File: config.mk
export PLATFORM = sky130hd
export DESIGN_NAME = regfile_wb_arbiter_flat
export DESIGN_NICKNAME = d
export VERILOG_FILES = /design/src/rtl/regfile_wb_pkg.sv /design/src/rtl/regfile_wb_arbiter_if.sv /design/src/rtl/regfile_wb_arbiter_wb_fifo.sv /design/src/rtl/regfile_wb_arbiter.sv /design/src/flat_wrapper.sv
export SDC_FILE = /design/constraint.sdc
export NUM_CORES = 1
export LEC_CHECK = 0
export CORE_ASPECT_RATIO = 1.2
export CORE_MARGIN = 4
export CORE_UTILIZATION = 49
export DETAILED_ROUTE_END_ITERATION = 10
export MAX_ROUTING_LAYER = met4
export PLACE_DENSITY_LB_ADDON = 0.05
export REMOVE_ABC_BUFFERS = 1
export SKIP_CTS_REPAIR_TIMING = 1
export SLEW_MARGIN = 15
export SYNTH_ARGS = -nofsm -noshare
export SYNTH_HDL_FRONTEND = slang
export SYNTH_HIERARCHICAL = 1
export SYNTH_SLANG_ARGS = --single-unit
export TNS_END_PERCENT = 100
File: constraint.sdc
create_clock -name clk -period 2.9 [get_ports clk]
set_input_delay 0.58 -clock clk [delete_from_list [all_inputs] [get_ports clk]]
set_output_delay 0.58 -clock clk [all_outputs]
set_load 0.01 [all_outputs]
File: src/rtl/regfile_wb_pkg.sv
// regfile_wb_pkg
//   Shared constants for the register-file writeback arbiter: source IDs
//   carried in the order queue, the hard-wired zero register, and the
//   register-address / data widths of the single write port.
package regfile_wb_pkg;

    localparam int REG_AW = 5;
    localparam int DATA_W = 32;
    localparam int NUM_REGS = 1 << REG_AW;

    // Source IDs stored in the order queue
    localparam logic SRC_A = 1'b0;
    localparam logic SRC_B = 1'b1;

    localparam logic [REG_AW-1:0] REG_ZERO = 5'd0;

endpackage

File: src/rtl/regfile_wb_arbiter_if.sv
// regfile_wb_arbiter_if
//   Bundles both writeback request channels, the issue stall, the register
//   file write port and the hazard/idle status.
//
//   Handshake: a request on a channel is taken at a rising edge where
//   x_valid & x_ready are both 1. Ready never depends on valid, and a
//   source may drop or change its request freely while ready is 0.
//
//   Signals
//     a_valid/a_ready/a_rd/a_data  source A (execute result)
//     b_valid/b_ready/b_rd/b_data  source B (load data)
//     stall                        freeze issue
//     LE/RW/PW                     register file write enable/address/data
//     pend_mask                    registers with a buffered, unissued write
//     idle                         nothing buffered and no write in flight
//   Modports: master = the sources and pipeline control, slave = the arbiter.
interface regfile_wb_arbiter_if;
    import regfile_wb_pkg::*;

    logic                a_valid;
    logic                a_ready;
    logic [REG_AW-1:0]   a_rd;
    logic [DATA_W-1:0]   a_data;
    logic                b_valid;
    logic                b_ready;
    logic [REG_AW-1:0]   b_rd;
    logic [DATA_W-1:0]   b_data;
    logic                stall;
    logic                LE;
    logic [REG_AW-1:0]   RW;
    logic [DATA_W-1:0]   PW;
    logic [NUM_REGS-1:0] pend_mask;
    logic                idle;

    modport master (
        output a_valid, a_rd, a_data, b_valid, b_rd, b_data, stall,
        input  a_ready, b_ready, LE, RW, PW, pend_mask, idle
    );

    modport slave (
        input  a_valid, a_rd, a_data, b_valid, b_rd, b_data, stall,
        output a_ready, b_ready, LE, RW, PW, pend_mask, idle
    );

endinterface

File: src/rtl/regfile_wb_arbiter_wb_fifo.sv
// wb_fifo
//   Per-source writeback FIFO holding {rd, data}. Besides the usual head
//   and occupancy it exposes every slot's rd and a valid bit, so the top
//   level can build the pending-write mask over all buffered entries.
//
//   Ports
//     clk, reset            clock, asynchronous active-low reset
//     i_push, i_rd, i_data  write one entry (caller guarantees not full)
//     i_pop                 drop the head entry (caller guarantees not empty)
//     o_count               number of valid entries, 0..DEPTH
//     o_head_rd/o_head_data oldest entry
//     o_ent_valid/o_ent_rd  per-slot valid flag and destination register
module wb_fifo
    import regfile_wb_pkg::*;
#(
    parameter  int DEPTH = 2,
    localparam int AW    = $clog2(DEPTH),
    localparam int CW    = AW + 1
) (
    input  logic                          clk,
    input  logic                          reset,
    input  logic                          i_push,
    input  logic [REG_AW-1:0]             i_rd,
    input  logic [DATA_W-1:0]             i_data,
    input  logic                          i_pop,
    output logic [CW-1:0]                 o_count,
    output logic [REG_AW-1:0]             o_head_rd,
    output logic [DATA_W-1:0]             o_head_data,
    output logic [DEPTH-1:0]              o_ent_valid,
    output logic [DEPTH-1:0][REG_AW-1:0]  o_ent_rd
);

    logic [AW-1:0]     r_wptr;
    logic [AW-1:0]     r_rptr;
    logic [CW-1:0]     r_count;
    logic [REG_AW-1:0] r_rd_mem   [DEPTH];
    logic [DATA_W-1:0] r_data_mem [DEPTH];

    always_ff @(posedge clk or negedge reset) begin
        if (!reset) begin
            r_wptr  <= '0;
            r_rptr  <= '0;
            r_count <= '0;
        end else begin
            if (i_push) r_wptr <= r_wptr + AW'(1);
            if (i_pop)  r_rptr <= r_rptr + AW'(1);
            case ({i_push, i_pop})
                2'b10:   r_count <= r_count + CW'(1);
                2'b01:   r_count <= r_count - CW'(1);
                default: r_count <= r_count;
            endcase
        end
    end

    // Payload needs no reset: a slot is only looked at while it is valid.
    always_ff @(posedge clk) begin
        if (i_push) begin
            r_rd_mem[r_wptr]   <= i_rd;
            r_data_mem[r_wptr] <= i_data;
        end
    end

    // Slot i is live when its distance from the read pointer (mod DEPTH)
    // is below the occupancy.
    always_comb begin
        for (int i = 0; i < DEPTH; i++) begin
            o_ent_valid[i] = ({1'b0, AW'(i) - r_rptr} < r_count);
            o_ent_rd[i]    = r_rd_mem[i];
        end
    end

    assign o_count     = r_count;
    assign o_head_rd   = r_rd_mem[r_rptr];
    assign o_head_data = r_data_mem[r_rptr];

endmodule

File: src/rtl/regfile_wb_arbiter.sv
// regfile_wb_arbiter
//   Shares the register file's single write port between source A (execute)
//   and source B (loads). Accepted writes are buffered per source and issued
//   one per cycle in strict arrival order, tracked by an order queue of
//   source IDs, so program order to any register is preserved.
//
//   Ports
//     clk    system clock (rising edge)
//     reset  asynchronous active-low reset
//     bus    regfile_wb_arbiter_if.slave: requests, stall, write port, status
//   Parameters
//     DEPTH   entries per source FIFO (power of two, >= 2)
//     B_FIRST on same-cycle arrival B is ordered ahead of A when 1
module regfile_wb_arbiter
    import regfile_wb_pkg::*;
#(
    parameter int DEPTH   = 2,
    parameter bit B_FIRST = 1'b1
) (
    input logic                 clk,
    input logic                 reset,
    regfile_wb_arbiter_if.slave bus
);

    localparam int CW  = $clog2(DEPTH) + 1;
    localparam int OAW = $clog2(2 * DEPTH);
    localparam int OCW = OAW + 1;
    localparam logic [CW-1:0] FULL_CNT = CW'(DEPTH);

    logic                         r_run;
    logic                         w_a_ready, w_b_ready;
    logic                         w_push_a, w_push_b;
    logic                         w_pop_a, w_pop_b;
    logic                         w_issue, w_head_src, w_first;
    logic [OCW-1:0]               w_n_push;
    logic [CW-1:0]                w_cnt_a, w_cnt_b;
    logic [REG_AW-1:0]            w_a_head_rd, w_b_head_rd, w_head_rd;
    logic [DATA_W-1:0]            w_a_head_data, w_b_head_data, w_head_data;
    logic [DEPTH-1:0]             w_a_vld, w_b_vld;
    logic [DEPTH-1:0][REG_AW-1:0] w_a_ent_rd, w_b_ent_rd;
    logic [NUM_REGS-1:0]          w_pend;

    logic [2*DEPTH-1:0]           r_ord;
    logic [OAW-1:0]               r_ord_wptr, r_ord_rptr;
    logic [OCW-1:0]               r_ord_cnt;
    logic                         r_le;
    logic [REG_AW-1:0]            r_rw;
    logic [DATA_W-1:0]            r_pw;

    // run holds ready low for the first cycle out of reset.
    always_ff @(posedge clk or negedge reset) begin
        if (!reset) r_run <= 1'b0;
        else        r_run <= 1'b1;
    end

    // Ready looks only at stored occupancy, never at a same-cycle pop.
    assign w_a_ready = r_run && (w_cnt_a < FULL_CNT);
    assign w_b_ready = r_run && (w_cnt_b < FULL_CNT);

    // Writes to the zero register are accepted but dropped here.
    assign w_push_a = bus.a_valid && w_a_ready && (bus.a_rd != REG_ZERO);
    assign w_push_b = bus.b_valid && w_b_ready && (bus.b_rd != REG_ZERO);
    assign w_n_push = OCW'(w_push_a) + OCW'(w_push_b);

    assign w_issue    = !bus.stall && (r_ord_cnt != '0);
    assign w_head_src = r_ord[r_ord_rptr];
    assign w_pop_a    = w_issue && (w_head_src == SRC_A);
    assign w_pop_b    = w_issue && (w_head_src == SRC_B);
    assign w_first    = B_FIRST ? SRC_B : SRC_A;

    wb_fifo #(.DEPTH(DEPTH)) u_fifo_a (
        .clk(clk), .reset(reset),
        .i_push(w_push_a), .i_rd(bus.a_rd), .i_data(bus.a_data), .i_pop(w_pop_a),
        .o_count(w_cnt_a), .o_head_rd(w_a_head_rd), .o_head_data(w_a_head_data),
        .o_ent_valid(w_a_vld), .o_ent_rd(w_a_ent_rd)
    );

    wb_fifo #(.DEPTH(DEPTH)) u_fifo_b (
        .clk(clk), .reset(reset),
        .i_push(w_push_b), .i_rd(bus.b_rd), .i_data(bus.b_data), .i_pop(w_pop_b),
        .o_count(w_cnt_b), .o_head_rd(w_b_head_rd), .o_head_data(w_b_head_data),
        .o_ent_valid(w_b_vld), .o_ent_rd(w_b_ent_rd)
    );

    assign w_head_rd   = (w_head_src == SRC_B) ? w_b_head_rd   : w_a_head_rd;
    assign w_head_data = (w_head_src == SRC_B) ? w_b_head_data : w_a_head_data;

    // Order queue: one source ID per buffered write. Its occupancy always
    // equals count_a + count_b, so it cannot overflow.
    always_ff @(posedge clk or negedge reset) begin
        if (!reset) begin
            r_ord      <= '0;
            r_ord_wptr <= '0;
            r_ord_rptr <= '0;
            r_ord_cnt  <= '0;
        end else begin
            if (w_push_a && w_push_b) begin
                r_ord[r_ord_wptr]           <= w_first;
                r_ord[r_ord_wptr + OAW'(1)] <= ~w_first;
                r_ord_wptr                  <= r_ord_wptr + OAW'(2);
            end else if (w_push_a) begin
                r_ord[r_ord_wptr] <= SRC_A;
                r_ord_wptr        <= r_ord_wptr + OAW'(1);
            end else if (w_push_b) begin
                r_ord[r_ord_wptr] <= SRC_B;
                r_ord_wptr        <= r_ord_wptr + OAW'(1);
            end
            if (w_issue) r_ord_rptr <= r_ord_rptr + OAW'(1);
            r_ord_cnt <= r_ord_cnt + w_n_push - OCW'(w_issue);
        end
    end

    // Write-port registers; RW/PW keep their last value when nothing issues.
    always_ff @(posedge clk or negedge reset) begin
        if (!reset) begin
            r_le <= 1'b0;
            r_rw <= '0;
            r_pw <= '0;
        end else begin
            r_le <= w_issue;
            if (w_issue) begin
                r_rw <= w_head_rd;
                r_pw <= w_head_data;
            end
        end
    end

    // The entry in the write-port registers has already left its FIFO, so
    // it drops out of the mask; the register file forwards it while LE = 1.
    always_comb begin
        w_pend = '0;
        for (int i = 0; i < DEPTH; i++) begin
            if (w_a_vld[i]) w_pend[w_a_ent_rd[i]] = 1'b1;
            if (w_b_vld[i]) w_pend[w_b_ent_rd[i]] = 1'b1;
        end
    end

    assign bus.a_ready   = w_a_ready;
    assign bus.b_ready   = w_b_ready;
    assign bus.LE        = r_le;
    assign bus.RW        = r_rw;
    assign bus.PW        = r_pw;
    assign bus.pend_mask = w_pend;
    assign bus.idle      = (w_cnt_a == '0) && (w_cnt_b == '0) && !r_le;

endmodule

File: src/flat_wrapper.sv
// flat-port wrapper written by rule: the top's interface ports become plain ports
module regfile_wb_arbiter_flat import regfile_wb_pkg::*;
#(
    parameter int DEPTH   = 2,
    parameter bit B_FIRST = 1'b1
)
  (clk, reset, bus_a_valid, bus_a_rd, bus_a_data, bus_b_valid, bus_b_rd, bus_b_data, bus_stall, bus_a_ready, bus_b_ready, bus_LE, bus_RW, bus_PW, bus_pend_mask, bus_idle);
  regfile_wb_arbiter_if bus_i ();
  input logic clk;
  input logic reset;
  input wire logic [$bits(bus_i.a_valid)-1:0] bus_a_valid;
  input wire logic [$bits(bus_i.a_rd)-1:0] bus_a_rd;
  input wire logic [$bits(bus_i.a_data)-1:0] bus_a_data;
  input wire logic [$bits(bus_i.b_valid)-1:0] bus_b_valid;
  input wire logic [$bits(bus_i.b_rd)-1:0] bus_b_rd;
  input wire logic [$bits(bus_i.b_data)-1:0] bus_b_data;
  input wire logic [$bits(bus_i.stall)-1:0] bus_stall;
  output wire logic [$bits(bus_i.a_ready)-1:0] bus_a_ready;
  output wire logic [$bits(bus_i.b_ready)-1:0] bus_b_ready;
  output wire logic [$bits(bus_i.LE)-1:0] bus_LE;
  output wire logic [$bits(bus_i.RW)-1:0] bus_RW;
  output wire logic [$bits(bus_i.PW)-1:0] bus_PW;
  output wire logic [$bits(bus_i.pend_mask)-1:0] bus_pend_mask;
  output wire logic [$bits(bus_i.idle)-1:0] bus_idle;
  assign bus_i.a_valid = bus_a_valid;
  assign bus_i.a_rd = bus_a_rd;
  assign bus_i.a_data = bus_a_data;
  assign bus_i.b_valid = bus_b_valid;
  assign bus_i.b_rd = bus_b_rd;
  assign bus_i.b_data = bus_b_data;
  assign bus_i.stall = bus_stall;
  assign bus_a_ready = bus_i.a_ready;
  assign bus_b_ready = bus_i.b_ready;
  assign bus_LE = bus_i.LE;
  assign bus_RW = bus_i.RW;
  assign bus_PW = bus_i.PW;
  assign bus_pend_mask = bus_i.pend_mask;
  assign bus_idle = bus_i.idle;
  regfile_wb_arbiter #(.DEPTH(DEPTH), .B_FIRST(B_FIRST)) u_core (.clk(clk), .reset(reset), .bus(bus_i));
endmodule
# == After elaboration in Yosys (flattened, before gate mapping) ==
# Memories as Yosys holds them, arrays and structs flattened.
# Index checks and enable logic that the tools add are counted.
# totals
regBits,58
mem_bits_rw,148
input_bits,79
wordCells,128
memories,4
# op_classes
add_sub_neg,18
n_lt_le_gt_ge,19
n_eq_ne,4
mux,32
bitwise_logic,9
n_reduce_logical,28
# memory_table
name,depth,word_bits,read_ports,rd_clocked_by_memory_dff,write_ports,line_no,text
u_core.u_fifo_a.r_data_mem,2,32,1,0,1,regfile_wb_arbiter_wb_fifo.sv:37,logic [DATA_W-1:0] r_data_mem [DEPTH];
u_core.u_fifo_b.r_data_mem,2,32,1,0,1,regfile_wb_arbiter_wb_fifo.sv:37,
u_core.u_fifo_a.r_rd_mem,2,5,3,0,1,regfile_wb_arbiter_wb_fifo.sv:36,logic [REG_AW-1:0] r_rd_mem [DEPTH];
u_core.u_fifo_b.r_rd_mem,2,5,3,0,1,regfile_wb_arbiter_wb_fifo.sv:36,
# op_table
operator,n
two-way mux 32 bit,5
bitwise OR 32 bit,3
"less-than comparator 5 x 6 -> 1 bit, second input constant",4
demux 1 bit (select 5 bit),4
"greater-or-equal comparator 5 x 1 -> 1 bit, second input constant",4
logical AND 1 bit,18
two-way mux 4 bit,3
two-way mux 1 bit,11
nonzero test 5 bit,2
"less-than comparator 2 x 3 -> 1 bit, second input constant",3
"adder 2 x 1 -> 2 bit, second input constant",4
bitwise AND 4 bit,2
less-than comparator 1 x 2 -> 1 bit,4
NOT 4 bit,2
one-hot mux 2 bit (2 select lines),2
two-way mux 2 bit,3
nonzero test 3 bit,2
two-way mux 5 bit,1
"adder 1 bit, second input constant",4
demux 1 bit (select 2 bit),2
"equality test 2 x 1 -> 1 bit, second input constant",2
"equality test 2 bit, second input constant",2
"greater-or-equal comparator 2 x 1 -> 1 bit, second input constant",2
zero test 2 bit,2
12 further kinds,19

# == Depth between registers and ports, before layout ==
# Gate-level depths: netlist of run 1.
# An unclocked memory read counts as a cell.
# depth
depth_word,12
ltp_mapped,8
ltp_nobuf,8

# == Modules after synthesis ==
# Netlist of run 1, hierarchy kept.
# modules_own_cells
mod,instances,cells_each,area_per_inst_um2,seq_area_each_um2
wb_fifo,2,132,2871.5,2322.2
regfile_wb_arbiter,1,331,3595.9,1251.2

# == Worst setup path before layout of run 1 ==
# Ideal clock, no wire load.
# synth_path
path_kind,input port to flip-flop
start,input port bus_a_valid
end,"memory u_core.u_fifo_a.r_data_mem[0][0], enable pin"
setup_ps,431
arrival_ps,2602
required_time_ps,2469
setup_slack_ps,-133
path_stages,4
path_cell_list,nand3b_1 -> a21oi_1 -> inv_1 -> nor2_1
# synth_between
elab_chain_len,4
# synth_rtl
element,line_no,text
"start, declared",flat_wrapper.sv:11,input wire logic [$bits(bus_i.a_valid)-1:0] bus_a_valid;
logical AND 1 bit (2 in a row),regfile_wb_arbiter.sv:61,assign w_push_a = bus.a_valid && w_a_ready && (bus.a_rd != REG_ZERO);
via u_core.w_push_a,regfile_wb_arbiter.sv:32,"logic w_push_a, w_push_b;"
two-way mux 1 bit,regfile_wb_arbiter_wb_fifo.sv:57,if (i_push) begin
two-way mux 1 bit (implied by the code),regfile_wb_arbiter_wb_fifo.sv:59,r_data_mem[r_wptr] <= i_data;
"end, declared",regfile_wb_arbiter_wb_fifo.sv:37,
# The timed path passes the listed nets, and every way through them passes these cells.

# == Final worst setup path of run 1 ==
# layout_path
start,register u_core.u_fifo_a.r_count[0] (netlist: u_core/u_fifo_a/o_count[0])
end,output port bus_pend_mask[20]
# layout_between
word_cells_on_any_way,9
# layout_lines
element,line_no,text
"start, declared",regfile_wb_arbiter_wb_fifo.sv:35,logic [CW-1:0] r_count;
"start signal, assigned",regfile_wb_arbiter_wb_fifo.sv:48,2'b10: r_count <= r_count + CW'(1);
"start signal, assigned",regfile_wb_arbiter_wb_fifo.sv:49,2'b01: r_count <= r_count - CW'(1);
"start signal, assigned",regfile_wb_arbiter_wb_fifo.sv:50,default: r_count <= r_count;
less-than comparator 1 x 2 -> 1 bit (*),regfile_wb_arbiter_wb_fifo.sv:67,"o_ent_valid[i] = ({1'b0, AW'(i) - r_rptr} < r_count);"
via u_core.w_a_vld[1],regfile_wb_arbiter.sv:39,"logic [DEPTH-1:0] w_a_vld, w_b_vld;"
two-way mux 32 bit (*),regfile_wb_arbiter.sv:133,if (w_a_vld[i]) w_pend[w_a_ent_rd[i]] = 1'b1;
bitwise OR 32 bit (no line),--,
two-way mux 32 bit (*),regfile_wb_arbiter.sv:134,if (w_b_vld[i]) w_pend[w_b_ent_rd[i]] = 1'b1;
"end, declared",flat_wrapper.sv:23,output wire logic [$bits(bus_i.pend_mask)-1:0] bus_pend_mask;
# The timed path passes the listed nets; every way through them passes the cells marked *.

==> metrics.cfg, run 1 <==
[worst_setup_path]
slowest_delay_ps=520
path_cells=buf_4 > a21o_2 > and4b_1 > a22oi_1 > o221ai_1 > clkdlybuf4s50_1
setup.worst_path.start_class=flip-flop
cp.arrival_ps=2560
critPathRequiredTime_ps=2320
end_kind=primary output
critPathMaxFanout=8
critPathKind=reg2out
cp_slowest_cell=clkdlybuf4s50_1

[yosys]
synth.area.top_cells=edfxtp_1, mux2_2, dfrtp_1
synth_cells=595
synth_edf_count=148
yosysTopAreaCell=edfxtp_1
seq_area_frac_synth_pct=63.1
netlist_area_um2=9340
synth_area_per_cell_um2=15.7
yosysWarningCount=6
synth.distinct_cells=47
synth-main-ff-cell=edfxtp_1
ys_ff_latch=206
ys_top_cells_by_count=edfxtp_1, mux2_2, dfrtp_1
synth-async-reset-ratio_pct=28.2
synth_top_cell_area_share_pct=47.6
synth_most_common_cell=edfxtp_1

[floorplanning]
io_pins=152
dieArea_um2=21300
fp-row-count=55
dieWidth_um=134
dieHeight_um=159
coreArea_um2=18800
start_util_pct=49.7

[clocking]
cts_buffers=22
cts_root_buf=clkbuf_16
htree_levels=1
clockBufferDepth=3
clk_latency_ps=500
cts_sinks=206
cts_tree=done
cts.clk_slew.worst_paths_ps=60

[layout]
layout-drive-gt1-share_pct=32.3
num_antenna_cells=0
final_util_pct=65.7
nFillCells=1383
synthToLayoutAreaGrowth_pct=32.2
fin_nets=886

[drt]
via_per_inst=5.64
drt_iter0_drc=447
postRouteAntennaNets=0
wirelength_um=23600
vias=6003
drc=0
firstDrtPassIters=7
wl_per_cell_um=22.1

[pwr]
ir_worst_vdd_mv=0.624
power.density_nw_per_um2=888
leakage_nw=4.98
power_mw=11.0

[global_route]
grt_pass1_wl_um=36700
grt_usage_pct=22.6
grt_max_degree=41
grt_pass1_vias=6461
antenna_found_initial=0
gr-total-overflow=0

[sta]
finalWorstSetupSlack_ps=-236
grt_setup_unrepaired=yes
fmax_ghz=0.319
fin_crit_ps=3140
setup_viol=3
finalMaxSlewViolations=0
relSlewSlack_pct=47.1
fin_skew_ps=13.2
min_period_over_period_pct=108
holdWs_ps=165
hold_violations=0
max_slew.worst_pin.slew_ps=794

[job]
cap_viol_max_count=0

[outcome]
status=finished with violations
violations=setup timing

[placed_design]
place_ws_ps=-304
place_hpwl_um=16600
globalplace.congestion=0.910
portBuffers=151

[hold_path]
hold_path_class=in2async

## layout by cell type (no fill, tap or decap), types with 3 or more instances in the layout
| master | Yosys | routed |
|---|---|---|
| nor2b_1 | 14 | 12 |
| mux2_4 | 8 | 8 |
| mux2_2 | 140 | 140 |
| xor2_1 | 9 | 9 |
| a32oi_1 | 3 | 3 |
| clkdlybuf4s50_1 | 0 | 120 |
| nor2_4 | 0 | 3 |
| dlymetal6s2s_1 | 0 | 30 |
| nand3_1 | 8 | 8 |
| o21ai_0 | 3 | 3 |
| buf_4 | 4 | 42 |
| clkinv_2 | 0 | 6 |
| nand2_1 | 11 | 11 |
| and4b_1 | 6 | 6 |
| inv_1 | 20 | 20 |
| ha_1 | 11 | 11 |
| and2_1 | 5 | 3 |
| xnor2_1 | 5 | 5 |
| edfxtp_1 | 148 | 148 |
| clkbuf_1 | 12 | 3 |
| nor3_1 | 3 | 3 |
| nor2_1 | 13 | 10 |
| buf_12 | 0 | 8 |
| a21o_2 | 4 | 4 |
| a21oi_1 | 4 | 4 |
| o221ai_1 | 31 | 31 |
| dfrtp_1 | 58 | 56 |
| clkbuf_16 | 0 | 23 |
| a22oi_2 | 0 | 4 |
| a22oi_1 | 28 | 24 |
## per-layer routing
layer / track usage, % / vias up / routed length (um)
li1: - / 2731 / -
met1: 29.5 / 2984 / 9880
met2: 36.8 / 263 / 11700
met3: 4.46 / 25 / 1650
met4: 5.83 / 0 / 388
met5: - / - / 0
## final cells by class
type                            instances  area, um^2  area share, %
Sequential cell                       206        5900           47.8
Inverter                               20        75.1          0.608
Clock inverter                         11        68.8          0.557
Tap cell                              256         320           2.59
Clock buffer                           28         614           4.97
Timing Repair Buffer                  201        2060           16.7
Multi-Input combinational cell        343        3320           26.8
## per-stage QoR
stage,TNS [ps],instance area (um^2),std cells
after floorplan,-11910,9180,569
after global placement,-661,11500,1025
after detailed placement,-1050,11500,1025
after CTS,-7500,12200,1064
after global routing,-810,12300,1065
final,-647,12300,1065
## worst paths after layout
check                                                 from  cells after the start                endpoint  slack, ps
worst min-delay path                                 reset                      1        u_core/bus.PW[4]        160
worst max register to register  u_core/u_fifo_b/o_count[1]                      7     u_core/r_ord_cnt[1]        500
worst min register to register        u_core/r_ord_rptr[1]                      1    u_core/r_ord_rptr[1]        490
min in group clk                      u_core/r_ord_rptr[1]                      1    u_core/r_ord_rptr[1]        490
max in group asynchronous                            reset                      2  u_core/u_fifo_a/r_rptr       2070
worst max-delay path            u_core/u_fifo_a/o_count[0]                      6       bus_pend_mask[20]       -240
## power by group
| group | total, mW | leakage [nW] | internal (mW) | switching [mW] |
|---|---|---|---|---|
| clock | 2.61 | 0.337 | 1.51 | 1.10 |
| sequential | 4.19 | 2.01 | 3.83 | 0.361 |
| combinational | 4.16 | 2.63 | 2.33 | 1.84 |
## state kept, by name (all words and copies together), names as in the netlist, 2 cells and up, named ones only
name and cells:
u_core/u_fifo_b/o_count 2, u_core/bus.RW 5, u_core/r_ord_cnt 3, u_core/r_ord_rptr 2, u_core/u_fifo_b/r_rd_mem 10, u_core/u_fifo_a/r_data_mem 64
u_core/r_ord_wptr 2, u_core/u_fifo_b/r_data_mem 64, u_core/u_fifo_a/o_count 2, u_core/u_fifo_a/r_rd_mem 10, u_core/bus.PW 32
## critical path, delay by kind of cell (launching register included)
family                 cells  cell delay [ps]
AO/OA/AOI/OAI              3              740
buffers and inverters      2              680
flip-flops                 1              380
AND/OR/NAND/NOR            1              270
## kinds of logic (layout without fill, tap and decap cells)
logic type | count (synthesis) | in the layout | share of synthesized area (%)
AND/OR/NAND/NOR | 82 | 82 | 5.43
adder cells (fa/ha/maj) | 13 | 13 | 1.90
AO/OA/AOI/OAI | 82 | 82 | 7.05
XOR/XNOR | 14 | 14 | 1.31
other | 1 | 1 | 0.0402
buffers and inverters | 46 | 260 | 2.52
multiplexers | 151 | 151 | 18.6
flip-flops | 206 | 206 | 63.1
(Power assumes the default switching activity.)
==> run 2: changes to the inputs <==
--- a/config.mk
+++ b/config.mk
@@ -7,7 +7,7 @@
 export LEC_CHECK = 0
 export CORE_ASPECT_RATIO = 1.2
 export CORE_MARGIN = 4
-export CORE_UTILIZATION = 49
+export CORE_UTILIZATION = 55
 export DETAILED_ROUTE_END_ITERATION = 10
 export MAX_ROUTING_LAYER = met4
 export PLACE_DENSITY_LB_ADDON = 0.05
==> constraint.sdc (replaced) <==
create_clock -name clk -period 3.8 [get_ports clk]
set_input_delay 0.76 -clock clk [delete_from_list [all_inputs] [get_ports clk]]
set_output_delay 0.76 -clock clk [all_outputs]
set_load 0.01 [all_outputs]
==> run 2 against run 1 <==
- the run now ends clean
- hold slack better by 110 ps
- worst setup slack improved by 350 ps
- combinational power down 27%
- count of clock-buffer cells in the layout grew 3
- wire length rose by 0.50%
- critical endpoint is now bus_pend_mask[8]
- sequential share of layout area rose by 2.4 points
==> metrics.cfg, run 2 (synthesis results as in run 1) <==
[sta]
finalMaxSlewViolations=0  ; unchanged
grt_setup_unrepaired=no  ; was yes
max_slew.worst_pin.slew_ps=993  ; was 794 ps
finalWorstSetupSlack_ps=117  ; was -236 ps
min_period_over_period_pct=96.9
setup_viol=0  ; was 3
holdWs_ps=277  ; was 165 ps
relSlewSlack_pct=33.8  ; was 47.1%
fin_skew_ps=8.44  ; was 13.2 ps
fmax_ghz=0.271
finalSetupTns_ps=0  ; was -647 ps
hold_violations=0  ; unchanged
fin_crit_ps=3680

[global_route]
grt_pass1_vias=6484  ; was 6,461
antenna_found_initial=0  ; unchanged
grt_pass1_wl_um=36300  ; was 36,700 um
grt_usage_pct=25.5  ; was 22.6%
gr-total-overflow=0  ; unchanged
grt_max_degree=41  ; unchanged

[placed_design]
globalplace.congestion=0.961  ; was 0.910
place_ws_ps=366  ; was -304 ps
place_inst=944  ; was 1,025
portBuffers=151  ; unchanged
place_hpwl_um=16700  ; was 16,600 um

[clocking]
cts_tree=done  ; unchanged
htree_levels=1  ; unchanged
cts.clk_slew.worst_paths_ps=60  ; about the same
cts_buffers=20  ; was 22
cts_sinks=206  ; unchanged
clk_latency_ps=480  ; was 500 ps
cts_root_buf=clkbuf_16  ; unchanged
clockBufferDepth=3  ; unchanged

[drt]
wirelength_um=23700  ; was 23,600 um
via_per_inst=6.11  ; was 5.64
vias=5988  ; was 6,003
drt_iter0_drc=573  ; was 447
firstDrtPassIters=5  ; was 7
postRouteAntennaNets=0  ; unchanged
wl_per_cell_um=24.2  ; was 22.1 um
drc=0  ; unchanged

[pwr]
leakage_nw=4.19  ; was 4.98 nW
ir_worst_vdd_mv=0.645  ; was 0.624 mV
power.density_nw_per_um2=699  ; was 888 nW/um^2

[worst_setup_path]
path_cells=a21o_2 > nor4bb_1 > a22oi_1 > o221ai_1 > clkdlybuf4s50_1  ; was buf_4 > a21o_2 > and4b_1 > a22oi_1 > o221ai_1 > clkdlybuf4s50_1
cp_slowest_cell=dfrtp_2  ; was clkdlybuf4s50_1
critPathKind=reg2out  ; unchanged
end_kind=primary output  ; unchanged
slowest_delay_ps=630  ; was 520 ps
critPathMaxFanout=15  ; was 8
setup.worst_path.start_class=flip-flop  ; unchanged
cp_num_buf_inv=1  ; was 2
crit_family=flip-flops  ; was compound AO/OA/AOI/OAI gates
cp.arrival_ps=2920  ; was 2560 ps
critPathRequiredTime_ps=3040  ; was 2320 ps

[layout]
final_util_pct=71.4  ; was 65.7%
instances_no_fill=980  ; was 1,065
final_cell_mix=clkdlybuf4s50_1, edfxtp_1, mux2_2  ; was edfxtp_1, mux2_2, clkdlybuf4s50_1
fin_nets=846  ; was 886
layout-drive-gt1-share_pct=26.6  ; was 32.3%
synthToLayoutAreaGrowth_pct=25.8  ; was 32.2%
num_antenna_cells=0  ; unchanged
nFillCells=1055  ; was 1,383
final_common_cell=clkdlybuf4s50_1  ; was edfxtp_1

[floorplanning]
coreArea_um2=16500  ; was 18,800 um^2
dieHeight_um=151  ; was 159 um
io_pins=152  ; unchanged
dieWidth_um=127  ; was 134 um
start_util_pct=56.7  ; was 49.7%
dieArea_um2=19100  ; was 21,300 um^2
fp-row-count=51  ; was 55

[outcome]
status=complete, no violations  ; was finished with violations

[job]
cap_viol_max_count=0  ; unchanged

[hold_path]
hold_path_class=in2async  ; unchanged

## run 2: cell count changes in the layout (fill, tap and decap cells not counted), sizes merged
cell / change
buf: -38
bufinv: +2
clkbuf: +3
clkdlybuf4s50: +30
clkinv: -5
clkinvlp: -2
dlymetal6s2s: -30
inv: -1
## run 2: layer usage
metal | vias up | share of wire, % | GRT usage [%]
li1 | 2651 | - | -
met1 | 2971 | 37 | 28.0
met2 | 297 | 53 | 46.1
met3 | 69 | 5.4 | 3.37
met4 | 0 | 4.5 | 11.4
met5 | - | 0 | -
## run 2: final cells by class
class,count,area (um^2),share of cell area (%)
Clock buffer,31,573,4.88
Timing Repair Buffer,163,1620,13.8
Inverter,20,75.1,0.639
Clock inverter,5,72.6,0.618
Sequential cell,206,5900,50.2
Tap cell,212,265,2.26
Multi-Input combinational cell,343,3250,27.6
## run 2: report_power, final
group	leakage, nW	internal [mW]	switching [mW]
logic	1.87	1.67	1.36
clock network	0.312	1.17	0.757
registers	2.01	2.92	0.338
## run 2: final timing paths
kind / slack, ps / from / cells after the start / end
hold / removal: 280 / reset / 1 / u_core/bus.PW[21]
setup / recovery: 120 / u_core/u_fifo_a/r_rptr / 5 / bus_pend_mask[8]
hold reg to reg: 510 / u_core/bus.PW[19] / 1 / u_core/bus.PW[19]
max in group asynchronous: 2750 / reset / 2 / u_core/bus.PW[20]
min in group clk: 510 / u_core/bus.PW[19] / 1 / u_core/bus.PW[19]
setup reg to reg: 1260 / u_core/r_ord_rptr[0] / 4 / u_core/bus.PW[9]
## run 2: through the flow
| step | total power [mW] | cell area, um^2 |
|---|---|---|
| floorplan | 5.05 | 9180 |
| global placement | 6.20 | 11100 |
| detailed placement | 6.30 | 11100 |
| CTS | 8.26 | 11700 |
| global route | 8.62 | 11800 |
| finish | 8.22 | 11800 |
==> run 3: changes to the inputs <==
--- a/config.mk
+++ b/config.mk
@@ -9,6 +9,7 @@
 export CORE_MARGIN = 4
 export CORE_UTILIZATION = 55
 export DETAILED_ROUTE_END_ITERATION = 10
+export HOLD_SLACK_MARGIN = 0.05
 export MAX_ROUTING_LAYER = met4
 export PLACE_DENSITY_LB_ADDON = 0.05
 export REMOVE_ABC_BUFFERS = 1
==> results of run 3 <==
The final DEF is identical to that of run 2; final timing and power are the same.
